**src/rtl/order_pkg.sv**
```systemverilog
// Shared types and helpers for the k2 order-recovery block.
// The recovered order is {MA, d0}, where d0 = (BN - digit sum of MA) mod RADIX.
package order_pkg;

    localparam int DEGREE_W = 16;
    localparam int DELTA    = 4;
    localparam int BANK_W   = 4;
    localparam int RADIX    = 16;
    localparam int MA_W     = DEGREE_W - DELTA;

    typedef logic [MA_W-1:0]            ma_t;
    typedef logic [BANK_W-1:0]          bn_t;
    typedef logic [DEGREE_W-1:0]        order_t;
    typedef logic [$clog2(RADIX)-1:0]   digit_t;

    typedef struct packed {
        ma_t ma;
        bn_t bn;
    } lane_t;

    typedef struct packed {
        order_t     o0;
        order_t     o1;
        logic [2:0] l;
        logic       done;
    } beat_t;

    // Digit add that wraps at the digit width, which is exactly mod RADIX.
    function automatic digit_t digit_sum_mod(input digit_t a, input digit_t b);
        return a + b;
    endfunction

endpackage

```
**src/rtl/order_recover_fifo.sv**
```systemverilog
// First-word-fall-through FIFO of beat_t with an occupancy count output.
// When empty, data_o keeps showing the last popped entry.
module order_recover_fifo
    import order_pkg::*;
#(
    parameter int DEPTH = 8,
    localparam int PTR_W = $clog2(DEPTH),
    localparam int CNT_W = PTR_W + 1
) (
    input  logic             clk,
    input  logic             rst,
    input  logic             push_i,
    input  beat_t            data_i,
    input  logic             pop_i,
    output beat_t            data_o,
    output logic             valid_o,
    output logic [CNT_W-1:0] count_o
);

    beat_t            mem_q [DEPTH];
    beat_t            last_d, last_q;
    logic [PTR_W-1:0] wr_ptr_d, wr_ptr_q;
    logic [PTR_W-1:0] rd_ptr_d, rd_ptr_q;
    logic [CNT_W-1:0] count_d, count_q;
    logic             pop;

    assign valid_o = (count_q != '0);
    assign pop     = pop_i && valid_o;

    // NOTE: every variable written here gets a default first, so no path can infer a latch.
    always_comb begin
        wr_ptr_d = wr_ptr_q;
        rd_ptr_d = rd_ptr_q;
        count_d  = count_q;
        last_d   = last_q;
        if (push_i) begin
            wr_ptr_d = wr_ptr_q + PTR_W'(1);
        end
        if (pop) begin
            rd_ptr_d = rd_ptr_q + PTR_W'(1);
            last_d   = mem_q[rd_ptr_q];
        end
        case ({push_i, pop})
            2'b10:   count_d = count_q + CNT_W'(1);
            2'b01:   count_d = count_q - CNT_W'(1);
            default: count_d = count_q;
        endcase
    end

    // NOTE: non-blocking assignments keep all state updates based on pre-edge values.
    always_ff @(posedge clk) begin
        if (rst) begin
            wr_ptr_q <= '0;
            rd_ptr_q <= '0;
            count_q  <= '0;
            last_q   <= '0;
        end else begin
            wr_ptr_q <= wr_ptr_d;
            rd_ptr_q <= rd_ptr_d;
            count_q  <= count_d;
            last_q   <= last_d;
        end
    end

    // NOTE: storage is not reset; an entry is only read after it has been written.
    always_ff @(posedge clk) begin
        if (push_i) begin
            mem_q[wr_ptr_q] <= data_i;
        end
    end

    assign data_o  = valid_o ? mem_q[rd_ptr_q] : last_q;
    assign count_o = count_q;

endmodule

```
**src/rtl/order_recover_k2.sv**
```systemverilog
// Rebuilds the two radix-16 order indices from {memory address, bank number} pairs.
// Optional macro ORDER_RECOVER_BANK_CHECK_EN adds a sticky same-bank conflict flag.
module order_recover_k2
    import order_pkg::*;
#(
    parameter int FIFO_DEPTH = 8
) (
    input  logic                clk,
    input  logic                rst,
    input  logic                in_valid,
    output logic                in_ready,
    input  logic [MA_W-1:0]     MA0_idx,
    input  logic [BANK_W-1:0]   BN0_idx,
    input  logic [MA_W-1:0]     MA1_idx,
    input  logic [BANK_W-1:0]   BN1_idx,
    input  logic [2:0]          l_in,
    input  logic                done_in,
    output logic                out_valid,
    input  logic                out_ready,
    output logic [DEGREE_W-1:0] Order_0,
    output logic [DEGREE_W-1:0] Order_1,
    output logic [2:0]          l_out,
    output logic                done_out
`ifdef ORDER_RECOVER_BANK_CHECK_EN
    ,
    output logic                err_bank_conflict
`endif
);

    localparam int CNT_W  = $clog2(FIFO_DEPTH) + 1;
    localparam int CRED_W = CNT_W + 1;

    logic              accept;
    logic              v1_q, v2_q, v3_q;
    lane_t [1:0]       p1_lane_q, p2_lane_q;
    logic [2:0]        p1_l_q, p2_l_q;
    logic              p1_done_q, p2_done_q;
    digit_t [1:0]      p2_sum_d, p2_sum_q;
    digit_t [1:0]      p3_sum, p3_d0;
    beat_t             p3_beat_d, p3_beat_q;
    beat_t             head;
    logic [CNT_W-1:0]  fifo_count;
    logic [CRED_W-1:0] credits_used;

    // Every beat in flight holds a FIFO slot, so the pipeline never needs to stall.
    assign credits_used = CRED_W'(fifo_count) + CRED_W'(v1_q) + CRED_W'(v2_q) + CRED_W'(v3_q);
    assign in_ready     = credits_used < CRED_W'(FIFO_DEPTH);
    assign accept       = in_valid && in_ready;

    always_ff @(posedge clk) begin
        if (rst) begin
            v1_q <= 1'b0;
            v2_q <= 1'b0;
            v3_q <= 1'b0;
        end else begin
            v1_q <= accept;
            v2_q <= v1_q;
            v3_q <= v2_q;
        end
    end

    // Payload registers are qualified by the valid bits and need no reset.
    always_ff @(posedge clk) begin
        if (accept) begin
            p1_lane_q[0].ma <= MA0_idx;
            p1_lane_q[0].bn <= BN0_idx;
            p1_lane_q[1].ma <= MA1_idx;
            p1_lane_q[1].bn <= BN1_idx;
            p1_l_q          <= l_in;
            p1_done_q       <= done_in;
        end
        p2_lane_q <= p1_lane_q;
        p2_sum_q  <= p2_sum_d;
        p2_l_q    <= p1_l_q;
        p2_done_q <= p1_done_q;
        p3_beat_q <= p3_beat_d;
    end

    always_comb begin
        p2_sum_d  = '0;
        p3_sum    = '0;
        p3_d0     = '0;
        p3_beat_d = '0;
        for (int i = 0; i < 2; i++) begin
            p2_sum_d[i] = digit_sum_mod(p1_lane_q[i].ma[DELTA-1:0],
                                        p1_lane_q[i].ma[2*DELTA-1:DELTA]);
            p3_sum[i]   = digit_sum_mod(p2_sum_q[i], p2_lane_q[i].ma[3*DELTA-1:2*DELTA]);
            p3_d0[i]    = p2_lane_q[i].bn - p3_sum[i];
        end
        p3_beat_d.o0   = {p2_lane_q[0].ma, p3_d0[0]};
        p3_beat_d.o1   = {p2_lane_q[1].ma, p3_d0[1]};
        p3_beat_d.l    = p2_l_q;
        p3_beat_d.done = p2_done_q;
    end

    order_recover_fifo #(
        .DEPTH (FIFO_DEPTH)
    ) u_fifo (
        .clk     (clk),
        .rst     (rst),
        .push_i  (v3_q),
        .data_i  (p3_beat_q),
        .pop_i   (out_ready),
        .data_o  (head),
        .valid_o (out_valid),
        .count_o (fifo_count)
    );

    assign Order_0  = head.o0;
    assign Order_1  = head.o1;
    assign l_out    = head.l;
    assign done_out = head.done;

`ifdef ORDER_RECOVER_BANK_CHECK_EN
    logic err_q;

    always_ff @(posedge clk) begin
        if (rst) begin
            err_q <= 1'b0;
        end else if (v1_q && (p1_lane_q[0].bn == p1_lane_q[1].bn)) begin
            err_q <= 1'b1;
        end
    end

    assign err_bank_conflict = err_q;
`endif

endmodule

```
**config.mk**
```make
export PLATFORM = sky130hd
export DESIGN_NAME = order_recover_k2
export DESIGN_NICKNAME = d
export VERILOG_FILES = /design/src/rtl/order_pkg.sv /design/src/rtl/order_recover_fifo.sv /design/src/rtl/order_recover_k2.sv
export SDC_FILE = /design/constraint.sdc
export NUM_CORES = 1
export LEC_CHECK = 0
export CAP_MARGIN = 20
export CORE_ASPECT_RATIO = 0.8
export CORE_MARGIN = 2
export CORE_UTILIZATION = 47
export CTS_BUF_LIST = sky130_fd_sc_hd__clkbuf_8
export CTS_CLUSTER_SIZE = 8
export DETAILED_ROUTE_END_ITERATION = 12
export GPL_ROUTABILITY_DRIVEN = 1
export PLACE_DENSITY = 0.66
export SYNTH_ARGS = -nofsm -noshare
export SYNTH_HDL_FRONTEND = slang
export SYNTH_HIERARCHICAL = 1
export SYNTH_SLANG_ARGS = --single-unit
```
**constraint.sdc**
```tcl
create_clock -name clk -period 4.1 [get_ports clk]
set_clock_uncertainty 0.05 [all_clocks]
set_input_delay 0.82 -clock clk [delete_from_list [all_inputs] [get_ports clk]]
set_output_delay 0.82 -clock clk [all_outputs]
set_load 0.05 [all_outputs]
```
==> reports/results.ini <==
[outcome]
status = complete, no violations

[route]
route.detailed.drc = 0
vias = 7963
ant_nets = 0
routed.top_layer = met4
dr_wl_met3_um = 1560
wl_met2_um = 14200
via_per_inst = 5.14
drt_pass1_iterations = 5
drt-initial-drc-count = 471
wirelength_um = 30600
drt-met1-wl_um = 14300
routedWlPerCell_um = 19.8

[power_and_ir_drop]
p_sw_mw = 3.04
p_leak_nw = 6.66
sw_frac_of_total = 0.288
seqPwrFrac = 0.510
p_int_mw = 7.51
pwr-share-comb = 0.168
ir_drop_uv = 377
pwr_density_cell_nw_per_um2 = 552
p_clk_frac = 0.322

[floorplanning]
num_rows = 61
die_w_um = 213
num_io_pins = 78
design.die.area_sq_um = 36500
core_sq_um = 34600
die_height_um = 171
initial_core_util = 0.475

[setup_path]
crit_path_start_kind = flop
crit_start = u_fifo/count_o[0]
cp-endpoint = Order_1[8]
cpLargestDelayFamily = buffers and inverters
path_buf_inv = 2
required_ps = 3230
crit_path_top_delay_cell = or4_2
path_class = reg2out
critical-path-max-stage-delay_ps = 890
crit_cells = 4
r2r_cells = 11
cp_max_fo = 24
rr_startpoint = u_fifo/count_o[0]
r2r-end = u_fifo/count_o[2]
end_kind = output pin
crit_chain = or4_2 > buf_4 > a21oi_1 > clkdlybuf4s50_1
reg2reg_slack_ps = 780
arrival_ps = 3120

[clocking]
clock_path_buffers = 3
cts.clk_slew.worst_paths_ps = 60
root_buffer = clkbuf_8
cts_tree = done
clock_latency_ps = 580
ctsHtreeMaxLevel = 3
cts_buffers = 71
clock-sinks = 456
cts_setup_buffers = 0

[global_routing]
grt_max_degree = 58
grt_pass1_vias = 7970
antenna_found_initial = 0
grt_pass1_wl_um = 46300
grt_use_total = 0.173
grt_overflow = 0

[synthesis]
synth-seq-cells = 456
synth_area_leader_cell = edfxtp_1
synth_cells = 888
netlist_top_cells_count = 324 x edfxtp_1, 132 x dfxtp_1, 72 x mux4_2, 53 x nor2_1, 43 x a21oi_1
synthFlopType = edfxtp_1
synth_area_sq_um = 16400
synthArstFlopShare = 0
synth.net_count = 957
ys_seq_area_frac = 0.753
yosysTopAreaCellShare = 0.592
yosys_warnings = 6
yosys.cell_count.top_type = edfxtp_1
synthTopCellsByArea = edfxtp_1 59%, dfxtp_1 16%, mux4_2 9.9%
avgSynthCellArea_sq_um = 18.5
synth_cell_types = 39
synth_edf_count = 324

[sta]
setup_viol = 0
drv_slew = 0
hold_violations = 0
worst_pin_slew_ps = 998
max_freq_mhz = 250
period_minus_slack_ps = 3990
setup_tns_ps = 0
maxSlewHeadroom = 0.333
fin_crit_sh = 0.974
rsz0062_at_grt = no

[placed_design]
place_area_sq_um = 17800
routabilityCongestion = 0.713
hpwlAfterDp_um = 17400
numPortBuffers = 77

[final_layout]
design_area_sq_um = 19100
n_antenna_cell = 0
fin_nets = 1089
drive_above_1_share = 0.209
syn_to_final_growth_pct = 16.3

[flow_run]
cap_violations = 0

[hold_path]
min-delay-path-class = reg2reg

[what timing repair did]
item	CTS	global route
setup endpoints to repair	18	4
gates resized for setup	18	4
gates cloned	0	0
pin swaps	0	0
hold buffers	0	0
endpoints found under the hold margin	0	0
[registers in the layout (all words and copies together), names as in the netlist, 4 cells and up, named ones only]
signal and flops:
p1_lane_q 32, p2_lane_q 32, u_fifo/last_q 36, u_fifo/mem_q 288, u_fifo/count_o 4, p3_beat_q 36, p2_sum_q 8
[power groups by stage]
stage	sequential [mW]	clock, mW	combinational [mW]
after floorplan	5.40	0	1.29
after global placement	5.46	0	1.83
after detailed placement	5.48	0	1.85
after CTS	5.38	3.50	1.79
after global routing	5.41	3.72	1.89
final	5.38	3.40	1.77
[kinds of logic after synthesis]
family	share of synthesized area
compound gates	0.0360
simple gates	0.0291
mux	0.122
xor+xnor	0.0128
flops	0.753
fa+ha+maj	0.0262
buf+inv	0.0206
[area by class of cell]
| cell class | instances | area, sq um |
|---|---|---|
| Inverter | 26 | 97.6 |
| Multi-Input combinational cell | 367 | 3780 |
| Clock inverter | 52 | 230 |
| Fill cell | 2679 | 15500 |
| Clock buffer | 77 | 1060 |
| Timing Repair Buffer | 98 | 978 |
| Tap cell | 472 | 591 |
| Sequential cell | 456 | 12400 |
[stage by stage]
step	hold WS, ps	worst slack [ps]	utilization	total power, mW	std cells
floorplan	260	540	-	6.69	888
global placement	261	640	0.516	7.30	1419
detailed placement	262	594	0.516	7.32	1419
CTS	273	0.0897	0.553	10.7	1548
global route	283	3.26	0.553	11.0	1548
finish	273	107	0.553	10.5	1548
[how the worst min path moves through the flow]
| stage | start | end | slack (ps) | depth (start not counted) |
|---|---|---|---|---|
| 2_1_floorplan | p2_done_q | p3_beat_q[0] | 260 | 0 |
| 3_3_place_gp | p2_lane_q[24] | p3_beat_q[12] | 260 | 0 |
| 3_5_place_dp | p2_lane_q[23] | p3_beat_q[11] | 260 | 0 |
| 4_1_cts | p2_lane_q[27] | p3_beat_q[15] | 270 | 0 |
| 5_1_grt | p2_lane_q[23] | p3_beat_q[11] | 280 | 0 |
| 6_report | p2_lane_q[27] | p3_beat_q[15] | 270 | 0 |
[placed cells by master (no fill, tap or decap), types with 9 or more instances in the layout]
master / synthesis / layout
buf_4: 0 / 16
mux2i_1: 38 / 38
edfxtp_1: 324 / 324
nand2_1: 41 / 41
clkbuf_8: 0 / 77
xnor2_1: 13 / 13
mux4_2: 72 / 72
dfxtp_1: 132 / 129
a21oi_1: 43 / 43
nor2_1: 53 / 47
xor2_1: 11 / 11
dlygate4sd2_1: 0 / 18
fa_1: 9 / 9
ha_1: 20 / 20
o21ai_0: 10 / 10
inv_1: 26 / 68
o21ai_2: 30 / 30
clkdlybuf4s50_1: 0 / 55
[layer usage]
layer	global-route usage	vias up
li1	-	3652
met1	0.248	4071
met2	0.265	196
met3	0.0369	44
met4	0.0566	0
met5	0	-
Power figures use the tool's default switching activity.
